===== src/rtl/button_debounce_pulse.sv =====
// -----------------------------------------------------------------------------
// button_debounce_pulse
//
// Purpose:
//   Conditions a raw, asynchronous, bouncy push-button into a clean debounced
//   level plus single-cycle press/release strobes. press_pulse is intended to
//   drive the enable of a downstream counter, so that the counter advances
//   exactly once per physical press.
//
// Ports:
//   clk            in   system clock, rising edge
//   reset          in   synchronous, active-high reset
//   button_in      in   raw button (asynchronous, bouncy), 1 = pressed
//   button_level   out  debounced level (registered)
//   press_pulse    out  1-cycle strobe on an accepted 0->1 (registered)
//   release_pulse  out  1-cycle strobe on an accepted 1->0 (registered)
//   busy           out  high while a new value is being qualified (registered)
//
// Parameters:
//   SYNC_STAGES      synchronizer depth on button_in (>= 2)
//   DEBOUNCE_CYCLES  consecutive samples of a new value needed to accept it (>= 2)
// -----------------------------------------------------------------------------
module button_debounce_pulse #(
    parameter int SYNC_STAGES     = 2,
    parameter int DEBOUNCE_CYCLES = 1000
) (
    input  logic clk,
    input  logic reset,
    input  logic button_in,
    output logic button_level,
    output logic press_pulse,
    output logic release_pulse,
    output logic busy
);

    localparam int CNT_W = $clog2(DEBOUNCE_CYCLES + 1);
    localparam logic [CNT_W-1:0] CNT_LAST = CNT_W'(DEBOUNCE_CYCLES - 1);

    typedef enum logic [1:0] {
        STABLE_LOW  = 2'd0,
        WAIT_HIGH   = 2'd1,
        STABLE_HIGH = 2'd2,
        WAIT_LOW    = 2'd3
    } state_t;

    // ------------------------------------------------------------------
    // Synchronizer chain: stage 0 samples the pin, the last stage is btn_s.
    // ------------------------------------------------------------------
    logic [SYNC_STAGES-1:0] sync_q;
    logic [SYNC_STAGES-1:0] sync_d;
    logic                   btn_s;

    generate
        for (genvar gi = 0; gi < SYNC_STAGES; gi++) begin : g_sync
            if (gi == 0) begin : g_first
                assign sync_d[gi] = button_in;
            end else begin : g_rest
                assign sync_d[gi] = sync_q[gi-1];
            end
        end
    endgenerate

    assign btn_s = sync_q[SYNC_STAGES-1];

    // ------------------------------------------------------------------
    // Debounce FSM state, stability counter and registered outputs.
    // ------------------------------------------------------------------
    state_t           state_q, state_d;
    logic [CNT_W-1:0] cnt_q, cnt_d;
    logic             level_q, level_d;
    logic             press_q, press_d;
    logic             release_q, release_d;
    logic             busy_q, busy_d;

    always_ff @(posedge clk) begin
        if (reset) begin
            sync_q    <= '0;
            state_q   <= STABLE_LOW;
            cnt_q     <= '0;
            level_q   <= 1'b0;
            press_q   <= 1'b0;
            release_q <= 1'b0;
            busy_q    <= 1'b0;
        end else begin
            sync_q    <= sync_d;
            state_q   <= state_d;
            cnt_q     <= cnt_d;
            level_q   <= level_d;
            press_q   <= press_d;
            release_q <= release_d;
            busy_q    <= busy_d;
        end
    end

    // cnt counts how many consecutive samples of the candidate value have
    // been seen; entering a WAIT state already accounts for the first one,
    // so acceptance happens when the DEBOUNCE_CYCLES-th sample arrives.
    always_comb begin
        state_d   = state_q;
        cnt_d     = cnt_q;
        press_d   = 1'b0;
        release_d = 1'b0;

        case (state_q)
            STABLE_LOW: begin
                if (btn_s) begin
                    state_d = WAIT_HIGH;
                    cnt_d   = CNT_W'(1);
                end else begin
                    cnt_d   = '0;
                end
            end
            WAIT_HIGH: begin
                if (!btn_s) begin
                    // Opposite sample: drop the candidate, no pulse.
                    state_d = STABLE_LOW;
                    cnt_d   = '0;
                end else if (cnt_q == CNT_LAST) begin
                    state_d = STABLE_HIGH;
                    cnt_d   = '0;
                    press_d = 1'b1;
                end else begin
                    cnt_d   = cnt_q + CNT_W'(1);
                end
            end
            STABLE_HIGH: begin
                if (!btn_s) begin
                    state_d = WAIT_LOW;
                    cnt_d   = CNT_W'(1);
                end else begin
                    cnt_d   = '0;
                end
            end
            WAIT_LOW: begin
                if (btn_s) begin
                    state_d = STABLE_HIGH;
                    cnt_d   = '0;
                end else if (cnt_q == CNT_LAST) begin
                    state_d   = STABLE_LOW;
                    cnt_d     = '0;
                    release_d = 1'b1;
                end else begin
                    cnt_d   = cnt_q + CNT_W'(1);
                end
            end
            default: begin
                state_d = STABLE_LOW;
                cnt_d   = '0;
            end
        endcase

        // Outputs are registered copies of next-state decodes so they change
        // on the same edge as the state they describe.
        level_d = (state_d == STABLE_HIGH) || (state_d == WAIT_LOW);
        busy_d  = (state_d == WAIT_HIGH)   || (state_d == WAIT_LOW);
    end

    assign button_level  = level_q;
    assign press_pulse   = press_q;
    assign release_pulse = release_q;
    assign busy          = busy_q;

endmodule


===== config.mk =====
export PLATFORM = sky130hd
export DESIGN_NAME = button_debounce_pulse
export DESIGN_NICKNAME = d
export VERILOG_FILES = /design/src/rtl/button_debounce_pulse.sv
export SDC_FILE = /design/constraint.sdc
export NUM_CORES = 1
export LEC_CHECK = 0
export CORE_MARGIN = 2
export CORE_UTILIZATION = 40
export CTS_CLUSTER_DIAMETER = 80
export DETAILED_ROUTE_END_ITERATION = 10
export MAX_ROUTING_LAYER = met4
export PLACE_DENSITY_LB_ADDON = 0.12
export SYNTH_ARGS = -nofsm -noshare
export SYNTH_HDL_FRONTEND = slang
export SYNTH_SLANG_ARGS = --single-unit
export TNS_END_PERCENT = 1

===== constraint.sdc =====
create_clock -name clk -period 2.2 [get_ports clk]
set_input_delay 0.44 -clock clk [delete_from_list [all_inputs] [get_ports clk]]
set_output_delay 0.44 -clock clk [all_outputs]
set_load 0.01 [all_outputs]

==> run_results.csv <==
group,metric,value,unit
floorplan,start_util,0.4193,
setup_path,start_kind,"flop",
layout,syn_to_final_growth,15.19,%
placement,io_buffers,6,
floorplan,die_area,0.002123,mm²
setup_path,crit_fanout,5,
pwr,cellPowerDensity,592.2,mW/mm²
sta,period_minus_slack,1678,ps
placement,place_ws,345.7,ps
floorplan,die_h,46.08,µm
global_routing,grt_pass1_vias,482,
synth,synth_top_cell_by_area,"dfxtp_1",
worst_hold_path,hp-start,"sync_q[0]",
global_routing,antenna_found_initial,0,
layout,fin_nets,87,
synth,yosysTopAreaCellShare,0.4806,
drt,routed_wl,1124,µm
sta,tightest_slew,267.6,ps
floorplan,rows,15,
layout,n_antenna_cell,0,
layout,utilization,0.4830,
setup_path,cp_cell_sequence,"clkdlybuf4s50_1",
layout,fin_cells,99,
sta,setup_ws,522.1,ps
sta,fmax,596.0,MHz
synth,synth-seq-cells,17,
drt,drc,0,
cts,clkLatencyLatePin,280,ps
synth,ys_warn_count,0,
sta,hold_viol,0,
sta,drv_slew,0,
cts,cts_setup_buffers,0,
pwr,swShare,0.1980,
synth,seq_area_frac_synth,0.4806,
pwr,power_frac_comb,0.023,
setup_path,crit_path_end_kind,"primary output",
global_routing,grt_max_degree,10,
layout,regArea,340.3,µm²
synth,synth.avg_cell_area,9.836,µm²
sta,finalSetupViolations,0,
drt,detail_route.wl_per_cell,11.35,µm
synth,syn_inst,72,
setup_path,r2r_slack,710,ps
outcome,outcome,"finished clean",
layout,multi_input_area,364.1,µm²
drt,drt_pass1_iterations,4,
drt,viasPerCell,5.313,
sta,fin_hold_ws,456.5,ps
run,maxCapViolCount,0,
cts,cts_tree,"done",
cts,clock-root-buffer,"clkbuf_4",
synth,syn-num-nets,76,
cts,ctsResizeCount,0,
synth,synth_area_leaders,"dfxtp_1, nand3_1, nor2_1",
setup_path,cp.arrival,1240,ps
pwr,p_int,387.5,µW
sta,fin_skew,0.9619,ps
setup_path,critical_path_class,"flop to primary output",
pwr,irDropWorstVdd,0.3076,mV
cts,cts.sinks,17,
worst_hold_path,min_path_type,"flop to flop",
cts,hold_buffers,0,
layout,nFillCells,180,
global_routing,overflow,0,
pwr,switching_power,95.65,µW
cts,h-tree-depth,1,
setup_path,path_delay_family,"buffers and inverters",
setup_path,r2r-start,"cnt_q[0]",
worst_hold_path,holdPathEnd,"sync_q[1]",
floorplan,core,0.001689,mm²
pwr,clockPowerShare,0.331,
sta,tns,0,ps
setup_path,slowest_stage,"clkdlybuf4s50_1",
placement,placed_cells,95,
pwr,design_power_total,483.1,µW
sta,finalCritPeriodShare,0.7627,
placement,place_area,789.5,µm²
cts,cts-buffers-inserted,3,
setup_path,cpPeakStageDelay,560,ps
synth,synth_area,708.2,µm²
cts,clk_pin_slew,90,ps
placement,dp_hpwl,852.5,µm
global_routing,grt_first_pass_wirelength,2007,µm
global_routing,grt.total_usage,0.1421,
drt,vias,526,
floorplan,io_pins,7,
setup_path,worst_ep_required_time,1760,ps
floorplan,dieWidth,46.08,µm
layout,drive_above_1_share,0.1341,
synth,synth_cell_types,29,
sta,max_slew_margin,0.8203,
sta,rsz0062_at_grt,"false",
layout,design_area,815.8,µm²
worst_hold_path,holdPathStages,1,
setup_path,rr_endpoint,"cnt_q[8]",
pwr,leakage,0.2825,nW
setup_path,r2r_cells,5,
setup_path,worst-path-buf-inv,1,
pwr,seqPwrFrac,0.646,
placement,gp_congestion,0.8136,
cts,clock_path_buffers,2,
drt,drtAntennaViolNets,0,
drt,drt_iter0_markers,3,
## layout make-up
| class | count | area share |
|---|---|---|
| Clock buffer | 4 | 0.03221 |
| Timing Repair Buffer | 6 | 0.07362 |
| Sequential cell | 17 | 0.4172 |
| Inverter | 1 | 0.004601 |
| Tap cell | 17 | 0.02607 |
| Multi-Input combinational cell | 54 | 0.4463 |
## synthesized netlist by cell type (all sizes together)
master	instances
dfxtp	17
a31oi	2
ha	1
and3	3
and4bb	3
or2b	1
a21oi	1
xnor2	3
and2	1
o21a	1
nand3b	1
xor2	3
nor2b	2
inv	1
a311oi	1
or3	1
nand4	1
nand3	6
nand2	6
a211oi	1
nand2b	3
mux2i	2
nor2	7
or2	3
nor3	1
## kinds of logic (layout without fill, tap and decap cells)
logic type | Yosys count | count (layout) | synth area share
AO/OA/AOI/OAI | 6 | 6 | 0.05830
XOR/XNOR | 6 | 6 | 0.07422
adder cells (fa/ha/maj) | 1 | 1 | 0.01767
buffers and inverters | 1 | 11 | 0.005295
flip-flops | 17 | 17 | 0.4806
multiplexers | 2 | 2 | 0.02827
AND/OR/NAND/NOR | 39 | 39 | 0.3357
## layer usage
layer / global-route usage / part of all wire / wire, µm
met1: 0.1671 / 0.49 / 549
met2: 0.2000 / 0.45 / 508
met3: 0.04706 / 0.033 / 37
met4: 0.1029 / 0.025 / 28
met5: - / 0 / 0
## placed cells by master (no fill, tap or decap), types with 2 or more instances in the layout
cell / n
nand3_1: 6
nand2_1: 6
dfxtp_1: 17
nand2b_1: 3
xnor2_1: 3
clkbuf_4: 3
and4bb_2: 2
xor2_1: 3
a31oi_1: 2
nor2b_1: 2
or2_4: 2
nor2_1: 7
mux2i_1: 2
clkdlybuf4s50_1: 6
## worst register-to-register path, delay by kind of cell, from the launching register on
kind	cells	cell delay, ps
and+or+nand+nor	3	670
DFF	1	380
adders and majority gates	1	200
AOI/OAI and AO/OA	1	170
## sequential cells by signal, summed over array words and instances (netlist names)
| name | count |
|---|---|
| button_level | 1 |
| cnt_q | 10 |
| state_q | 1 |
| press_pulse | 1 |
| release_pulse | 1 |
| sync_q | 2 |
| busy | 1 |
## how the worst max path moves through the flow
stage	start	slack, ps	cells after the start	to
6_report	busy	520	1	busy
2_1_floorplan	cnt_q[0]	850	5	cnt_q[8]
5_1_grt	busy	460	1	busy
3_3_place_gp	reset	360	5	cnt_q[6]
4_1_cts	busy	500	1	busy
3_5_place_dp	reset	350	5	cnt_q[4]
## power groups by stage
stage / Combinational, mW / Clock (mW) / Sequential (mW)
after floorplan: 0.00451 / 0 / 0.319
after global placement: 0.0108 / 0 / 0.319
after detailed placement: 0.0109 / 0 / 0.319
after CTS: 0.0110 / 0.170 / 0.312
after global routing: 0.0118 / 0.182 / 0.313
final: 0.0109 / 0.160 / 0.312
(Power assumes the default switching activity.)
